## config.mk

```make
export PLATFORM = sky130hd
export DESIGN_NAME = vga_rect_fill
export DESIGN_NICKNAME = d
export VERILOG_FILES = /design/src/rtl/vga_rect_fill.sv
export SDC_FILE = /design/constraint.sdc
export NUM_CORES = 1
export LEC_CHECK = 0
export BUFFER_PORTS_ARGS = -buffer_cell sky130_fd_sc_hd__buf_2
export CAP_MARGIN = 20
export CORE_ASPECT_RATIO = 1.1
export CORE_MARGIN = 2
export CORE_UTILIZATION = 45
export CTS_CLUSTER_DIAMETER = 30
export DETAILED_ROUTE_END_ITERATION = 10
export PLACE_DENSITY_LB_ADDON = 0.15
export SLEW_MARGIN = 20
export SYNTH_ARGS = -nofsm -noshare
export SYNTH_HDL_FRONTEND = slang
export SYNTH_SLANG_ARGS = --single-unit
```

## constraint.sdc

```tcl
create_clock -name CLK -period 4.6 [get_ports CLK]
set_input_delay 0.69 -clock CLK [delete_from_list [all_inputs] [get_ports CLK]]
set_output_delay 0.69 -clock CLK [all_outputs]
set_load 0.02 [all_outputs]
```

## src/rtl/vga_rect_fill.sv

```systemverilog
// Rectangle-fill engine in front of the VGA peripheral: forwards CPU
// writes when idle, otherwise emits clipped X/Y/pixel write sequences.
module vga_rect_fill #(
    parameter logic [7:0] BASE_ADDR = 8'hC0,
    parameter int         X_MAX     = 160,
    parameter int         Y_MAX     = 120
) (
    input  logic       CLK,
    input  logic       RESET,
    input  logic [7:0] BUS_ADDR,
    input  logic [7:0] BUS_DATA,
    input  logic       BUS_WE,
    output logic [7:0] VGA_ADDR,
    output logic [7:0] VGA_DATA,
    output logic       VGA_WE,
    output logic       BUSY,
    output logic       DONE,
    output logic       START_ERR
);

    localparam logic [7:0] A_X0  = BASE_ADDR;
    localparam logic [7:0] A_Y0  = BASE_ADDR + 8'd1;
    localparam logic [7:0] A_W   = BASE_ADDR + 8'd2;
    localparam logic [7:0] A_H   = BASE_ADDR + 8'd3;
    localparam logic [7:0] A_COL = BASE_ADDR + 8'd4;
    localparam logic [7:0] A_CMD = BASE_ADDR + 8'd5;

    localparam logic [8:0] XM = 9'(X_MAX);
    localparam logic [8:0] YM = 9'(Y_MAX);

    localparam logic [7:0] V_X = 8'hB0;
    localparam logic [7:0] V_Y = 8'hB1;
    localparam logic [7:0] V_P = 8'hB2;

    typedef enum logic [2:0] {
        IDLE, EMIT_X, EMIT_Y, EMIT_P, GAP, FIN
    } state_t;

    typedef enum logic [1:0] {
        M_X, M_Y, M_P
    } mirror_t;

    state_t     state;
    mirror_t    mirror;

    logic [7:0] x0_r, y0_r, w_r, h_r, col_r;
    logic [7:0] lx0, lcol, cx, cy;
    logic [8:0] lxe, lye;
    logic       last, abort_pend;

    logic       cmd_wr, abort_cmd, start_cmd;
    logic [8:0] sum_x, sum_y, xe, ye;
    logic       empty;

    function automatic mirror_t mir_next(input mirror_t m,
                                         input logic [7:0] a);
        mirror_t n;
        n = m;
        unique case (1'b1)
            (m == M_X) && (a == V_X): n = M_Y;
            (m == M_Y) && (a == V_Y): n = M_P;
            (m == M_P) && (a == V_P): n = M_X;
            default:                  n = m;
        endcase
        return n;
    endfunction

    always_comb begin
        cmd_wr    = BUS_WE && (BUS_ADDR == A_CMD);
        abort_cmd = cmd_wr && BUS_DATA[1];
        start_cmd = cmd_wr && BUS_DATA[0] && !BUS_DATA[1];
        sum_x     = {1'b0, x0_r} + {1'b0, w_r};
        sum_y     = {1'b0, y0_r} + {1'b0, h_r};
        xe        = (sum_x > XM) ? XM : sum_x;
        ye        = (sum_y > YM) ? YM : sum_y;
        empty     = (xe <= {1'b0, x0_r}) || (ye <= {1'b0, y0_r});
    end

    always_ff @(posedge CLK or negedge RESET) begin
        if (!RESET) begin
            x0_r  <= '0;
            y0_r  <= '0;
            w_r   <= '0;
            h_r   <= '0;
            col_r <= '0;
        end else if (BUS_WE) begin
            if (BUS_ADDR == A_X0)  x0_r  <= BUS_DATA;
            if (BUS_ADDR == A_Y0)  y0_r  <= BUS_DATA;
            if (BUS_ADDR == A_W)   w_r   <= BUS_DATA;
            if (BUS_ADDR == A_H)   h_r   <= BUS_DATA;
            if (BUS_ADDR == A_COL) col_r <= BUS_DATA;
        end
    end

    always_ff @(posedge CLK or negedge RESET) begin
        if (!RESET) begin
            state      <= IDLE;
            mirror     <= M_X;
            VGA_ADDR   <= '0;
            VGA_DATA   <= '0;
            VGA_WE     <= 1'b0;
            BUSY       <= 1'b0;
            DONE       <= 1'b0;
            START_ERR  <= 1'b0;
            lx0        <= '0;
            lcol       <= '0;
            cx         <= '0;
            cy         <= '0;
            lxe        <= '0;
            lye        <= '0;
            last       <= 1'b0;
            abort_pend <= 1'b0;
        end else begin
            VGA_WE <= 1'b0;
            DONE   <= 1'b0;
            if (abort_cmd && BUSY)
                abort_pend <= 1'b1;
            unique case (state)
                IDLE: begin
                    if (start_cmd && mirror == M_X) begin
                        START_ERR  <= 1'b0;
                        abort_pend <= 1'b0;
                        if (empty) begin
                            DONE  <= 1'b1;
                            state <= FIN;
                        end else begin
                            lx0      <= x0_r;
                            lxe      <= xe;
                            lye      <= ye;
                            lcol     <= col_r;
                            cx       <= x0_r;
                            cy       <= y0_r;
                            last     <= 1'b0;
                            BUSY     <= 1'b1;
                            VGA_ADDR <= V_X;
                            VGA_DATA <= x0_r;
                            VGA_WE   <= 1'b1;
                            mirror   <= mir_next(mirror, V_X);
                            state    <= EMIT_X;
                        end
                    end else begin
                        if (start_cmd)
                            START_ERR <= 1'b1;
                        if (BUS_WE) begin
                            VGA_ADDR <= BUS_ADDR;
                            VGA_DATA <= BUS_DATA;
                            VGA_WE   <= 1'b1;
                            mirror   <= mir_next(mirror, BUS_ADDR);
                        end
                    end
                end
                EMIT_X: begin
                    VGA_ADDR <= V_Y;
                    VGA_DATA <= cy;
                    VGA_WE   <= 1'b1;
                    mirror   <= mir_next(mirror, V_Y);
                    state    <= EMIT_Y;
                end
                EMIT_Y: begin
                    VGA_ADDR <= V_P;
                    VGA_DATA <= lcol;
                    VGA_WE   <= 1'b1;
                    mirror   <= mir_next(mirror, V_P);
                    state    <= EMIT_P;
                end
                EMIT_P: begin
                    // Raster advance happens here so GAP only decides.
                    if ({1'b0, cx} + 9'd1 == lxe) begin
                        cx <= lx0;
                        if ({1'b0, cy} + 9'd1 == lye)
                            last <= 1'b1;
                        else
                            cy <= cy + 8'd1;
                    end else begin
                        cx <= cx + 8'd1;
                    end
                    state <= GAP;
                end
                GAP: begin
                    if (last || abort_pend || abort_cmd) begin
                        BUSY       <= 1'b0;
                        DONE       <= 1'b1;
                        abort_pend <= 1'b0;
                        state      <= FIN;
                    end else begin
                        VGA_ADDR <= V_X;
                        VGA_DATA <= cx;
                        VGA_WE   <= 1'b1;
                        mirror   <= mir_next(mirror, V_X);
                        state    <= EMIT_X;
                    end
                end
                FIN: begin
                    state <= IDLE;
                end
                default: begin
                    state <= IDLE;
                end
            endcase
        end
    end

endmodule

```

# Yosys cells after proc, flatten, opt, wreduce, memory -nomap -nowiden
# Index checks and enable logic that the tools add are counted.
op_classes:
  addsub: 6
  n_lt_le_gt_ge: 4
  eq_ne: 29
  mux: 57
  bitwise: 1
  reduce_logical: 33
op_table:
  columns: ["operator", "n"]
  rows:
  - ["2-to-1 mux 8 bit", 14]
  - ["== test 8 bit, second input constant", 9]
  - ["case mux 8 bit (4 select lines)", 2]
  - ["case mux 8 bit (2 select lines)", 2]
  - ["2-to-1 mux 1 bit", 19]
  - ["adder 8 x 1 -> 9 bit, second input constant", 2]
  - ["adder 8 x 8 -> 9 bit", 2]
  - ["== test 9 bit", 2]
  - ["less-or-equal comparator 9 x 8 -> 1 bit", 2]
  - ["2-to-1 mux 9 bit", 2]
  - ["!= test 2 bit, second input constant", 9]
  - ["adder 8 x 1 -> 8 bit, second input constant", 2]
  - ["case mux 3 bit (5 select lines)", 1]
  - ["2-to-1 mux 2 bit", 7]
  - ["AND reduction 2 bit", 6]
  - ["AND reduction 5 bit", 2]
  - ["> comparator 9 x 7 -> 1 bit, second input constant", 1]
  - ["> comparator 9 x 8 -> 1 bit, second input constant", 1]
  - ["logical AND 1 bit", 9]
  - ["2-to-1 mux 3 bit", 3]
  - ["case mux 1 bit (2 select lines)", 4]
  - ["case mux 2 bit (4 select lines)", 1]
  - ["AND reduction 4 bit", 2]
  - ["AND reduction 7 bit", 1]
  - ["18 further kinds", 25]
totals:
  register_bits: 117
  in_bits: 19
  out_inout_bits: 20

# Depth between registers and ports, before layout
# Gate-level depths: netlist (run 1).
depth:
  depth_word: 8
  ltp_mapped: 22

# Worst setup path before layout (run 1)
# No wires, ideal clock.
synth_timing:
  path_type: "register to register"
  from: "register y0_r[0]"
  to: "register lcol[0]"
  setup_ns: 0.125
  t_arrival_ns: 4.347
  required_time_ns: 4.475
  slack_ns: 0.128
  stages_incl_launch_ff: 21
  path_buffers: 2
  period_less_slack_ns: 4.472
  path_cell_list: "dfrtp_1 > ha_1 > inv_1 > fa_1 > nand2b_1 > a21o_1 > a211o_1 > o311a_1 > o221ai_2 > nor2_1 > ha_1 > a21o_1 > a21o_1 > a211oi_1 > o21ai_0 > o21ai_0 > mux2_4 > or4_1 > buf_2 > buf_6 > mux2_4"
synth_between:
  elab_chain_len: 7
synth_lines:
  columns: ["item", "line_no", "rtl"]
  rows:
  - ["from (decl)", "46", "logic [7:0] x0_r, y0_r, w_r, h_r, col_r;"]
  - ["from (signal assigned)", "82", "y0_r <= '0;"]
  - ["from (signal assigned)", "88", "if (BUS_ADDR == A_Y0) y0_r <= BUS_DATA;"]
  - ["adder 8 x 8 -> 9 bit *", "73", "sum_y = {1'b0, y0_r} + {1'b0, h_r};"]
  - ["> comparator 9 x 7 -> 1 bit", "75", "ye = (sum_y > YM) ? YM : sum_y;"]
  - ["2-to-1 mux 9 bit *", "75", null]
  - ["named net ye[2]", "52", "logic [8:0] sum_x, sum_y, xe, ye;"]
  - ["less-or-equal comparator 9 x 8 -> 1 bit *", "76", "empty = (xe <= {1'b0, x0_r}) || (ye <= {1'b0, y0_r});"]
  - ["logical OR 1 bit *", "76", null]
  - ["inverter 1 bit (no line) *", null, null]
  - ["AND reduction 3 bit (no line) *", null, null]
  - ["to (signal assigned)", "130", "lcol <= col_r;"]
  - ["to (decl)", "47", "logic [7:0] lx0, lcol, cx, cy;"]
# The timed path passes the listed nets; every way through them passes the cells marked *.
# A chain may end at the register's enable or synchronous reset.

# Worst setup path in the final report (run 1)
layout_timing:
  from: "register x0_r[0]"
  to: "register lxe[0]"
layout_between:
  elab_chain_len: 7
layout_lines:
  columns: ["item", "line_no", "rtl"]
  rows:
  - ["from (decl)", "46", null]
  - ["from (signal assigned)", "81", "x0_r <= '0;"]
  - ["from (signal assigned)", "87", "if (BUS_ADDR == A_X0) x0_r <= BUS_DATA;"]
  - ["adder 8 x 8 -> 9 bit *", "72", "sum_x = {1'b0, x0_r} + {1'b0, w_r};"]
  - ["> comparator 9 x 8 -> 1 bit", "74", "xe = (sum_x > XM) ? XM : sum_x;"]
  - ["2-to-1 mux 9 bit *", "74", null]
  - ["named net xe[5]", "52", null]
  - ["less-or-equal comparator 9 x 8 -> 1 bit *", "76", null]
  - ["logical OR 1 bit *", "76", null]
  - ["inverter 1 bit (no line) *", null, null]
  - ["AND reduction 3 bit (no line) *", null, null]
  - ["to (signal assigned)", "109", "lxe <= '0;"]
  - ["to (signal assigned)", "128", "lxe <= xe;"]
  - ["to (decl)", "48", "logic [8:0] lxe, lye;"]
# Marks and branches as above.

==> results of run 1 <==
[state kept, by name, summed over array words and instances, names as in the netlist, 2 cells and up]
signal / cells
lx0: 8
cx: 8
x0_r: 8
VGA_ADDR: 8
state: 3
cy: 8
VGA_DATA: 8
lye: 9
w_r: 8
lcol: 8
mirror: 2
y0_r: 8
h_r: 8
col_r: 8
lxe: 9
[cell families after synthesis]
group	count (synthesis)
adders and majority gates	35
muxes	64
AOI/OAI and AO/OA	193
DFF	117
other	1
xor gates and xnor gates	30
buffers and inverters	74
and+or+nand+nor	234
[repair_timing]
action	CTS	global route
resized for setup	9	42
buffers inserted	3	13
pin swaps	2	19
gates cloned	0	3
endpoints found under the setup margin	70	68
[worst reg2reg max path: stages, from the launching register on]
cell and delay (ns):
sky130_fd_sc_hd__dfrtp_1 0.42, sky130_fd_sc_hd__ha_4 0.19, sky130_fd_sc_hd__fa_2 0.41, sky130_fd_sc_hd__xnor2_2 0.18, sky130_fd_sc_hd__nor3b_2 0.23, sky130_fd_sc_hd__o221ai_2 0.14, sky130_fd_sc_hd__a311oi_2 0.37, sky130_fd_sc_hd__a21oi_4 0.10
sky130_fd_sc_hd__a21o_1 0.21, sky130_fd_sc_hd__ha_1 0.30, sky130_fd_sc_hd__nand3_2 0.09, sky130_fd_sc_hd__or2_4 0.27, sky130_fd_sc_hd__a21oi_2 0.13, sky130_fd_sc_hd__o221ai_2 0.13, sky130_fd_sc_hd__a2bb2oi_4 0.19, sky130_fd_sc_hd__or4_4 0.63
sky130_fd_sc_hd__clkbuf_16 0.22, sky130_fd_sc_hd__mux2_4 0.29
[metal layers]
layer | wire length (um) | global-route usage (%)
met5 | 0 | 0
met4 | 397 | 7.116
met3 | 831 | 4.535
met2 | 9885 | 39.10
met1 | 9465 | 32.25
[power by group]
group	switching, mW	internal (mW)	leakage (nW)
sequential	0.183	1.19	1.48
combinational	0.931	0.768	2.68
clock	0.484	0.837	0.288
total	1.60	2.79	4.45
[layout make-up]
class                   count  area share (%)
clock buffers              20           5.146
clock inverters            12           1.421
repair buffers            129           10.64
multi-input cells         557           46.27
well taps                 200           2.759
inverters                  36           1.490
flip-flops and latches    117           32.28
[through the flow]
step                total power, mW  setup slack [ns]  hold slack (ns)  setup TNS (ns)
finish                        4.394          -0.01018           0.2337        -0.02077
detailed placement            2.973           -0.3804           0.4745          -16.64
CTS                           4.309          -0.03203           0.2479         -0.1298
global placement              2.921           -0.2258           0.4644          -7.897
global route                  4.629          -0.09592           0.2680          -2.839
floorplan                     2.414            0.1282           0.3944               0
[layout by cell type, fill, tap and decap left out, types with 7 or more instances in the layout]
cell,n
sky130_fd_sc_hd__and3_1,11
sky130_fd_sc_hd__nand2_1,61
sky130_fd_sc_hd__inv_1,35
sky130_fd_sc_hd__mux2i_1,7
sky130_fd_sc_hd__nor3_1,9
sky130_fd_sc_hd__buf_2,37
sky130_fd_sc_hd__nand4_1,8
sky130_fd_sc_hd__mux2_2,33
sky130_fd_sc_hd__buf_4,85
sky130_fd_sc_hd__a21oi_1,49
sky130_fd_sc_hd__o22ai_1,7
sky130_fd_sc_hd__mux2_4,24
sky130_fd_sc_hd__nor2_1,53
sky130_fd_sc_hd__clkbuf_16,20
sky130_fd_sc_hd__xnor2_1,13
sky130_fd_sc_hd__a31oi_1,7
sky130_fd_sc_hd__o21ai_0,48
sky130_fd_sc_hd__nor2b_1,11
sky130_fd_sc_hd__a21o_1,16
sky130_fd_sc_hd__or3_1,8
sky130_fd_sc_hd__nand3_1,23
sky130_fd_sc_hd__xor2_1,16
sky130_fd_sc_hd__ha_1,25
sky130_fd_sc_hd__o221a_1,7
sky130_fd_sc_hd__dfrtp_1,117
[worst min path at each step]
stage | end | cells past startpoint | slack, ns
finish | lcol[1] | 1 | 0.23
global route | lcol[1] | 1 | 0.27
CTS | lcol[1] | 1 | 0.25
detailed placement | lx0[7] | 2 | 0.47
global placement | lx0[4] | 2 | 0.46
floorplan | BUSY | 0 | 0.39
==> PnR_summary.wiki, run 1 <==
{| class="wikitable"
! Metric !! Value
|-
| Kind of end point of the critical path || register
|-
| Fillers || 1,336
|-
| Area added between synthesis and finish || 25.98%
|-
| Reported max-cap violation count || 0
|-
| Syn avg cell area || 9.625 um2
|-
| Final Max Slew Viols || 0
|-
| EDFF count, synth || 0
|-
| Weighted congestion reported at the end of routability-driven placement || 0.9092
|-
| Element type at the critical path start || register
|-
| Estimated wirelength of the detail-placed design || 14,770 um
|-
| Combined area of the multi-input logic cells || 4197 um2
|-
| First-pass detailed-route iteration total || 5
|-
| Setup slack, reg-to-reg || -0.01 ns
|-
| Area of placed instances || 8036 um2
|-
| Via density || 5.795
|-
| Total of hold buffers inserted after clock tree synthesis || 0
|-
| Post-route clock period utilization || 100.2%
|-
| TritonCTS clock tree || done
|-
| CORE AREA || 15,680 um2
|-
| Critical path depth in cells || 17
|-
| Most used cell, CP || sky130_fd_sc_hd__o221ai_2
|-
| Status || finished, violations left
|-
| Area taken by flip-flops and latches || 2928 um2
|-
| Kind of path behind the tightest hold check || input pin to async pin
|-
| Complex-gate fraction of the synthesized area || 17.43%
|-
| Post-layout net count || 911
|-
| Area contributors post-synth || sky130_fd_sc_hd__dfrtp_1 41%, sky130_fd_sc_hd__ha_1 5.6%, sky130_fd_sc_hd__mux2_2 5.3%, sky130_fd_sc_hd__mux2_4 4.8%, sky130_fd_sc_hd__a21oi_1 3.7%
|-
| Root buf cell || sky130_fd_sc_hd__clkbuf_16
|-
| Required time of the critical path || 4.91 ns
|-
| Slowest library cell on the worst path || sky130_fd_sc_hd__or4_4
|-
| DIE AREA || 17,030 um2
|-
| Post-route minimum period || 4.610 ns
|-
| Number of nets with antenna violations after routing || 0
|-
| Finish-stage setup viols || 5
|-
| Share of synthesized cell area in full adder, half adder and majority cells || 6.257%
|-
| Setup repair after global routing missed its margin || yes
|-
| Clk buf depth || 2
|-
| Largest net degree at the start of global routing || 48
|-
| Timing-limited maximum frequency || 216.9 MHz
|-
| Cell type with the highest aggregate area in the netlist || sky130_fd_sc_hd__dfrtp_1
|-
| Antenna violations before repair || 0
|-
| Total via count after detailed routing || 6,206
|-
| Number of cells traversed by the worst register-to-register path || 17
|-
| Power density of the placed cells || 484.4 nW/um2
|-
| Via count of the first global-routing pass || 5,963
|-
| Inserted Diodes || 0
|-
| Average wire per standard cell || 19.21 um
|-
| Clock Sink Count || 117
|-
| Critical Path Start || x0_r[0]
|-
| Family of cells with the greatest summed delay on the critical path || compound AO/OA/AOI/OAI gates
|-
| Post-synthesis xor/xnor area fraction || 3.650%
|-
| Clock slew seen by the registers of the worst setup and hold paths || 0.06 ns
|-
| Die boundary height || 136.7 um
|-
| Total number of yosys warnings || 0
|-
| Total count of hold-check failures in the final report || 0
|-
| Register area share after synthesis || 40.67%
|-
| Number of top-level pins || 39
|-
| H-Tree Depth || 4
|-
| Data arrival time of the critical path || 4.92 ns
|-
| Count of buffer and inverter cells on the critical path || 1
|-
| Instance count after placement with tap cells included || 1,021
|-
| Aggregate global routing overflow || 0
|-
| Top_reg_cell synth || sky130_fd_sc_hd__dfrtp_1
|-
| Clk_lat worst skew || 0.42 ns
|-
| Failing checks || negative setup slack
|-
| Max FO, Critical Path || 8
|-
| Maximum vdd drop || 0.3209 mV
|-
| Gr usage total || 23.80%
|-
| Proportion of synthesized area in mux cells || 11.09%
|-
| Leakage power || 4.453 nW
|-
| Transition time at the pin with the least slew margin || 0.9291 ns
|-
| Unique cell type count in the Yosys netlist || 69
|-
| Post-Layout Inst Area || 9070 um2
|-
| Proportion of register bits with asynchronous set or reset after synthesis || 100.0%
|-
| First-iteration detailed-routing DRC count || 501
|-
| Worst Setup EP || lxe[0]
|-
| Post-synthesis net count || 801
|-
| Cell chain of the critical path || ha_4, fa_2, xnor2_2, nor3b_2, o221ai_2, a311oi_2, a21oi_4, a21o_1, ha_1, nand3_2, or2_4, a21oi_2, o221ai_2, a2bb2oi_4, or4_4, clkbuf_16, mux2_4
|-
| Effective utilization at floorplan || 45.93%
|-
| Most frequent cell after synthesis || sky130_fd_sc_hd__dfrtp_1
|-
| Number of flip-flops and latches in the synthesized netlist || 117
|-
| Count of unresolved DRC violations after routing || 0
|-
| Count of port buffers added during placement || 38
|-
| Die extent in x || 124.6 um
|-
| Total wirelength of the detailed-routed design || 20,580 um
|-
| Syn Inst Count || 748
|-
| Type of the setup path with the least slack || register to register
|-
| Main combinational cell family by area after synthesis || compound AO/OA/AOI/OAI gates
|-
| Top post-synthesis cells by count || 117 x sky130_fd_sc_hd__dfrtp_1, 62 x sky130_fd_sc_hd__nand2_1, 55 x sky130_fd_sc_hd__nor2_1
|-
| Worst Clk Skew || 0.008102 ns
|-
| Util after Layout || 57.86%
|-
| Final Worst Setup Slack || -0.01018 ns
|-
| Post-synthesis instance area || 7199 um2
|-
| First-pass GRT wire length || 31,560 um
|-
| Count of placed standard cells in the final layout, fillers left out || 1,071
|-
| Simple-gate share of the synthesized area || 16.48%
|-
| Area share of the leading cell type in the synthesized netlist || 40.67%
|-
| R2r endpoint || lxe[0]
|-
| Worst slew margin || 38.06%
|-
| Fraction of layout instances using a drive strength above 1 || 29.97%
|-
| Delay of the slowest critical-path stage || 0.63 ns
|-
| Worst reg2reg path startpoint || x0_r[0]
|-
| Row Count || 48
|-
| Number of buffers created by CTS || 17
|}
Power figures use the tool's default switching activity.
==> run 2, diff against run 1 <==
- CAP_MARGIN: 20 -> default
- CORE_MARGIN: 2 -> 1
- clock period: 4.6 -> 5.25 ns (I/O delays scaled with it)
==> run 2 against run 1 <==
Compared with the run above:
- the run now ends clean
- hold slack better by 0.25 ns
- register-to-register slack better by 0.35 ns
- clock skew is 0.0033 ns higher
- largest cell class unchanged
- sequential share of layout area is 3.6 points higher
- critical endpoint is now lxe[7]
- highest routed layer unchanged
- routed wire length is 7.2% lower
- fmax is 6.1% lower
==> PnR_summary.wiki, run 2 (same netlist as run 1, synthesis figures left out) <==
{| class="wikitable"
! Metric !! Value
|-
| Count of port buffers added during placement || 38 (unchanged)
|-
| H-Tree Depth || 4 (unchanged)
|-
| Count of unresolved DRC violations after routing || 0 (unchanged)
|-
| Worst Clk Skew || 0.01137 ns (+0.003265 ns)
|-
| Kind of path behind the tightest hold check || register to register
|-
| Leakage power || 3.961 nW (-11%)
|-
| Estimated wirelength of the detail-placed design || 14,170 um (-4.1%)
|-
| Endpoint with the worst hold slack || col_r[1]
|-
| DIE AREA || 16,510 um2 (-3.0%)
|-
| Final Max Slew Viols || 0 (unchanged)
|-
| Number of cells traversed by the worst register-to-register path || 19 (+2)
|-
| Met3 demand-to-capacity share in global routing || 4.814% (+0.28 points)
|-
| Post-route minimum period || 4.912 ns (+0.3017 ns)
|-
| Reported max-cap violation count || 0 (unchanged)
|-
| Met2 capacity usage during global routing || 38.42% (-0.68 points)
|-
| Clk_lat worst skew || 0.42 ns (about the same)
|-
| Timing-limited maximum frequency || 203.6 MHz (-6.1%)
|-
| Critical Path Start || y0_r[0]
|-
| Transition time at the pin with the least slew margin || 0.9369 ns (+0.007757 ns)
|-
| Average wire per standard cell || 19.22 um (about the same)
|-
| Clk buf depth || 2 (unchanged)
|-
| Via count of the first global-routing pass || 5,679 (-4.8%)
|-
| Data arrival time of the critical path || 5.20 ns (+0.28 ns)
|-
| Top library cells by usage in the layout, fill and taps aside || 117 x sky130_fd_sc_hd__dfrtp_1, 62 x sky130_fd_sc_hd__nand2_1, 55 x sky130_fd_sc_hd__nor2_1, 52 x sky130_fd_sc_hd__a21oi_1, 52 x sky130_fd_sc_hd__o21ai_0
|-
| First-pass GRT wire length || 30,810 um (-2.4%)
|-
| Number of cells traversed by the worst hold path || 2
|-
| Die boundary height || 134.7 um (-1.5%)
|-
| Antenna violations before repair || 2 (+2)
|-
| First-iteration detailed-routing DRC count || 444 (-11%)
|-
| Status || finished, final reports clean
|-
| Finish-stage setup viols || 0 (-5)
|-
| Fraction of layout instances using a drive strength above 1 || 19.17% (-11 points)
|-
| Top flop regs || lxe (9), lye (9)
|-
| Global Route met1 Usage || 34.01% (+1.8 points)
|-
| Util after Layout || 52.04% (-5.8 points)
|-
| Root buf cell || sky130_fd_sc_hd__clkbuf_16
|-
| Weighted congestion reported at the end of routability-driven placement || 0.8646 (-4.9%)
|-
| Required time of the critical path || 5.54 ns (+0.63 ns)
|-
| Total count of hold-check failures in the final report || 0 (unchanged)
|-
| Die extent in x || 122.6 um (-1.6%)
|-
| Maximum vdd drop || 0.2587 mV (-19%)
|-
| Setup repair after global routing missed its margin || no
|-
| Clock Sink Count || 117 (unchanged)
|-
| Total via count after detailed routing || 5,849 (-5.8%)
|-
| Kind of end point of the critical path || register
|-
| R2r endpoint || lxe[7]
|-
| Post-layout net count || 833 (-8.6%)
|-
| Aggregate global routing overflow || 0 (unchanged)
|-
| Peak-usage layer in the global routing report || met2
|-
| Clock slew seen by the registers of the worst setup and hold paths || 0.06 ns (about the same)
|-
| TritonCTS clock tree || done
|-
| Max FO, Critical Path || 32 (+24)
|-
| Post-CTS repair timing setup buffer count || 0 (-3)
|-
| Gr usage total || 24.69% (+0.89 points)
|-
| Number of buffers created by CTS || 17 (unchanged)
|-
| Worst slew margin || 37.54% (-0.52 points)
|-
| Total wirelength of the detailed-routed design || 19,110 um (-7.2%)
|-
| Area added between synthesis and finish || 13.31%
|-
| Element type at the critical path start || register
|-
| Most common cell after layout, fill and taps aside || sky130_fd_sc_hd__dfrtp_1
|-
| First-pass detailed-route iteration total || 7 (+2)
|-
| Power density of the placed cells || 433.9 nW/um2 (-10%)
|-
| Via density || 5.884 (+1.5%)
|-
| Count of placed standard cells in the final layout, fillers left out || 994 (-7.2%)
|-
| Pre-CTS worst setup slack || 0.008575 ns (+0.3889 ns)
|-
| Largest net degree at the start of global routing || 69 (+44%)
|-
| Type of the setup path with the least slack || register to register
|-
| Row Count || 48 (unchanged)
|-
| Final Worst Setup Slack || 0.3381 ns (+0.3483 ns)
|-
| Setup slack, reg-to-reg || 0.34 ns (+0.35 ns)
|-
| Effective utilization at floorplan || 45.93% (unchanged)
|-
| Worst reg2reg path startpoint || y0_r[0]
|-
| Startpoint of the worst hold path || col_r[1]
|-
| Number of top-level pins || 39 (unchanged)
|-
| Number of nets with antenna violations after routing || 0 (unchanged)
|-
| Instance count after placement with tap cells included || 961 (-5.9%)
|-
| CORE AREA || 15,680 um2 (unchanged)
|-
| Post-route clock period utilization || 93.56% (-6.7 points)
|-
| Final-layout setup total negative slack || 0 ns (+0.02077 ns)
|}
## run 2: area by class of cell
| type | count | area [um2] |
|---|---|---|
| Clock inverter | 9 | 52.55 |
| Fill cell | 1430 | 7517 |
| Antenna cell | 1 | 2.502 |
| Clock buffer | 23 | 488.0 |
| Inverter | 36 | 135.1 |
| Sequential cell | 117 | 2928 |
| Tap cell | 200 | 250.2 |
| Multi-Input combinational cell | 557 | 3986 |
| Timing Repair Buffer | 51 | 315.3 |
## run 2: routing by layer
metal	vias to the layer above	wire [um]
met5	-	0
met4	0	319
met3	22	925
met2	183	8923
met1	2867	8936
li1	2777	-
## run 2: what timing repair did
action / CTS / global route
hold buffers: 0 / 0
resized for setup: 1 / 5
pin swaps: 0 / 0
endpoints found under the setup margin: 18 / 56
## run 2: metrics by stage
| stage | power [mW] | hold WS (ns) | cell area (um2) |
|---|---|---|---|
| final | 3.540 | 0.4825 | 8158 |
| after global routing | 3.753 | 0.5106 | 8155 |
| after CTS | 3.542 | 0.4845 | 8138 |
| after detailed placement | 2.479 | 0.4740 | 7586 |
| after global placement | 2.448 | 0.4633 | 7586 |
| after floorplan | 2.115 | 0.4496 | 7199 |
## run 2: power breakdown
group	switching, mW	internal (mW)	total (mW)	leakage, nW
combinational	0.726	0.533	1.26	2.21
clock	0.408	0.647	1.05	0.265
sequential	0.183	1.04	1.23	1.48
## run 2: worst max path at each step
| stage | endpoint | cells after the start |
|---|---|---|
| floorplan | lcol[0] | 20 |
| global placement | lxe[3] | 19 |
| detailed placement | lxe[7] | 19 |
| CTS | lxe[7] | 19 |
| global route | lxe[4] | 19 |
| finish | lxe[7] | 19 |
## run 2: worst max-delay path: stages (launching register included)
cell,delay [ns]
sky130_fd_sc_hd__dfrtp_1,0.42
sky130_fd_sc_hd__ha_1,0.24
sky130_fd_sc_hd__inv_1,0.07
sky130_fd_sc_hd__fa_1,0.41
sky130_fd_sc_hd__nand2b_1,0.25
sky130_fd_sc_hd__a21o_1,0.20
sky130_fd_sc_hd__a211o_1,0.27
sky130_fd_sc_hd__o311a_1,0.16
sky130_fd_sc_hd__o221ai_4,0.31
sky130_fd_sc_hd__nor2_1,0.11
sky130_fd_sc_hd__ha_1,0.31
sky130_fd_sc_hd__a21o_1,0.11
sky130_fd_sc_hd__a21o_1,0.11
sky130_fd_sc_hd__a211oi_1,0.07
sky130_fd_sc_hd__o21ai_1,0.19
sky130_fd_sc_hd__o21ai_0,0.11
sky130_fd_sc_hd__mux2_4,0.29
sky130_fd_sc_hd__or4_4,0.62
sky130_fd_sc_hd__buf_12,0.22
sky130_fd_sc_hd__mux2_4,0.31
==> run 3, diff against run 2 <==
- BUFFER_PORTS_ARGS: -buffer_cell sky130_fd_sc_hd__buf_2 -> -buffer_cell sky130_fd_sc_hd__buf_4
==> run 3 against run 2 <==
Compared with the run above:
- first-iteration DRC count rose by 11%
- routed wire length grew 2.4%
- largest power group unchanged
- register-to-register slack got worse by 0.09 ns
- total power up 9.6%
- flip-flop and latch count did not move
- fmax decreased by 1.8%
- critical endpoint is now VGA_DATA[7]
- clock-buffer cell count shrank 5
- critical path type unchanged
==> PnR_summary.wiki, run 3 (same netlist as run 1, synthesis figures left out) <==
{| class="wikitable"
! Metric !! Value
|-
| Total of hold buffers inserted after clock tree synthesis || 0 (unchanged)
|-
| Setup slack, reg-to-reg || 0.25 ns (-0.09 ns)
|-
| Post-route minimum period || 5.003 ns (+0.09103 ns)
|-
| Finish-stage setup viols || 0 (unchanged)
|-
| First-pass GRT wire length || 30,980 um (+0.56%)
|-
| Final Max Slew Viols || 0 (unchanged)
|-
| Post-Layout Inst Area || 8423 um2 (+3.3%)
|-
| Type of the setup path with the least slack || register to register
|-
| Number of nets with antenna violations after routing || 0 (unchanged)
|-
| Top library cells by usage in the layout, fill and taps aside || 117 x sky130_fd_sc_hd__dfrtp_1, 61 x sky130_fd_sc_hd__nand2_1, 55 x sky130_fd_sc_hd__nor2_1, 54 x sky130_fd_sc_hd__buf_4
|-
| Most common cell after layout, fill and taps aside || sky130_fd_sc_hd__dfrtp_1
|-
| H-Tree Depth || 4 (unchanged)
|-
| Number of buffers created by CTS || 17 (unchanged)
|-
| Clk buf depth || 2 (unchanged)
|-
| Worst hold slack || 0.4241 ns (-0.05842 ns)
|-
| Kind of end point of the critical path || register
|-
| Estimated wirelength of the detail-placed design || 14,360 um (+1.3%)
|-
| Power density of the placed cells || 460.4 nW/um2 (+6.1%)
|-
| Leakage power || 4.054 nW (+2.4%)
|-
| Number of top-level pins || 39 (unchanged)
|-
| Top flop regs || lxe (9), lye (9)
|-
| Clock slew seen by the registers of the worst setup and hold paths || 0.06 ns (about the same)
|-
| Area of placed instances || 7681 um2 (+1.3%)
|-
| Worst Clk Skew || 0.01410 ns (+0.002737 ns)
|-
| Gr usage total || 24.98% (+0.29 points)
|-
| Post-route clock period utilization || 95.29% (+1.7 points)
|-
| Data arrival time of the critical path || 5.31 ns (+0.11 ns)
|-
| TritonCTS clock tree || done
|-
| Antenna violations before repair || 0 (-2)
|-
| Max FO, Critical Path || 7 (-78%)
|-
| Worst reg2reg path startpoint || y0_r[0]
|-
| Root buf cell || sky130_fd_sc_hd__clkbuf_16
|-
| Status || finished, final reports clean
|-
| Row Count || 48 (unchanged)
|-
| Count of port buffers added during placement || 38 (unchanged)
|-
| Clock Sink Count || 117 (unchanged)
|-
| Inserted Diodes || 0 (-1)
|-
| Pre-CTS worst setup slack || -0.07562 ns (-0.08419 ns)
|-
| Kind of path behind the tightest hold check || input pin to async pin
|-
| Weighted congestion reported at the end of routability-driven placement || 0.9275 (+7.3%)
|-
| Transition time at the pin with the least slew margin || 0.9172 ns (-0.01966 ns)
|-
| Via count of the first global-routing pass || 5,783 (+1.8%)
|-
| Area added between synthesis and finish || 17.00%
|-
| Die extent in x || 122.6 um (unchanged)
|-
| First-pass detailed-route iteration total || 5 (-2)
|-
| Clk_lat worst skew || 0.42 ns (about the same)
|-
| Worst slew margin || 38.85% (+1.3 points)
|-
| Number of cells traversed by the worst register-to-register path || 20 (+1)
|-
| Final Worst Setup Slack || 0.2471 ns (-0.09103 ns)
|-
| DIE AREA || 16,510 um2 (unchanged)
|-
| Post-layout net count || 839 (+0.72%)
|-
| Die boundary height || 134.7 um (unchanged)
|-
| R2r endpoint || VGA_DATA[7]
|-
| Via density || 6.017 (+2.3%)
|-
| Fillers || 1,381 (-3.4%)
|-
| Effective utilization at floorplan || 45.93% (unchanged)
|-
| Critical Path Start || y0_r[0]
|-
| Total count of hold-check failures in the final report || 0 (unchanged)
|-
| Timing-limited maximum frequency || 199.9 MHz (-1.8%)
|-
| Total via count after detailed routing || 6,011 (+2.8%)
|-
| Reported max-cap violation count || 0 (unchanged)
|-
| Power consumption || 3.878 mW (+9.6%)
|-
| Element type at the critical path start || register
|-
| Largest net degree at the start of global routing || 79 (+14%)
|-
| Aggregate global routing overflow || 0 (unchanged)
|-
| Fraction of layout instances using a drive strength above 1 || 20.53% (+1.4 points)
|-
| CORE AREA || 15,680 um2 (unchanged)
|-
| Average wire per standard cell || 19.59 um (+1.9%)
|-
| Maximum vdd drop || 0.2605 mV (+0.68%)
|-
| Total wirelength of the detailed-routed design || 19,570 um (+2.4%)
|-
| First-iteration detailed-routing DRC count || 491 (+11%)
|-
| Required time of the critical path || 5.55 ns (about the same)
|-
| Count of unresolved DRC violations after routing || 0 (unchanged)
|}
[run 3: cell count changes in the layout (fill, tap and decap cells not counted), sizes merged]
| cell | change |
|---|---|
| clkbuf | -5 |
| buf | +6 |
| bufinv | +5 |
| clkinvlp | +2 |
| diode | -1 |
| clkinv | -3 |
| inv | +1 |
[run 3: power by group]
group | switching (mW) | internal (mW) | total (mW)
Combinational | 0.753 | 0.593 | 1.35
Clock | 0.442 | 0.859 | 1.30
Sequential | 0.190 | 1.04 | 1.23
Total | 1.38 | 2.49 | 3.88
[run 3: how the worst max path moves through the flow]
stage	end	cells after the start
3_3_place_gp	cx[4]	19
3_5_place_dp	lxe[5]	19
4_1_cts	VGA_ADDR[7]	21
6_report	VGA_DATA[7]	20
5_1_grt	VGA_DATA[7]	20
2_1_floorplan	lcol[0]	20
[run 3: stage by stage]
stage	std cells	util [%]	setup TNS [ns]
after global placement	963	49.00	-0.002223
after floorplan	748	-	0
final	999	53.74	0
after detailed placement	963	49.00	-1.860
after global routing	999	53.74	-0.03468
after CTS	995	53.34	0
[run 3: cell type report]
class / instances / area, um2 / share of cell area, %
Multi-Input combinational cell: 557 / 4001 / 47.50
Sequential cell: 117 / 2928 / 34.76
Timing Repair Buffer: 57 / 441.7 / 5.244
Clock buffer: 18 / 439.2 / 5.214
Tap cell: 200 / 250.2 / 2.971
Clock inverter: 14 / 224.0 / 2.659
Inverter: 36 / 138.9 / 1.649
[run 3: critical path: stages, from the launching register on]
cell and delay (ns):
sky130_fd_sc_hd__dfrtp_1 0.42, sky130_fd_sc_hd__ha_1 0.24, sky130_fd_sc_hd__inv_1 0.07, sky130_fd_sc_hd__fa_1 0.41, sky130_fd_sc_hd__nand2b_1 0.25, sky130_fd_sc_hd__a21o_1 0.21, sky130_fd_sc_hd__a211o_1 0.28, sky130_fd_sc_hd__o311a_1 0.16
sky130_fd_sc_hd__o221ai_4 0.30, sky130_fd_sc_hd__nor2_1 0.12, sky130_fd_sc_hd__ha_1 0.31, sky130_fd_sc_hd__a21o_1 0.16, sky130_fd_sc_hd__a21o_1 0.18, sky130_fd_sc_hd__a211oi_1 0.26, sky130_fd_sc_hd__o21ai_1 0.14, sky130_fd_sc_hd__nor2_1 0.34
sky130_fd_sc_hd__nor3_2 0.12, sky130_fd_sc_hd__a21oi_2 0.24, sky130_fd_sc_hd__clkinvlp_4 0.20, sky130_fd_sc_hd__buf_2 0.21, sky130_fd_sc_hd__mux2_2 0.27
[run 3: timing repair]
item | in CTS | in global routing
gates cloned | 0 | 0
setup endpoints to repair | 29 | 52
resized for setup | 3 | 7
setup buffers | 0 | 4
[run 3: metal layers]
layer | global-route usage [%] | up-vias | share of wire [%]
li1 | - | 2800 | -
met1 | 33.83 | 2991 | 46
met2 | 39.11 | 184 | 46
met3 | 4.814 | 36 | 5.0
met4 | 9.959 | 0 | 2.6
met5 | 0 | - | 0
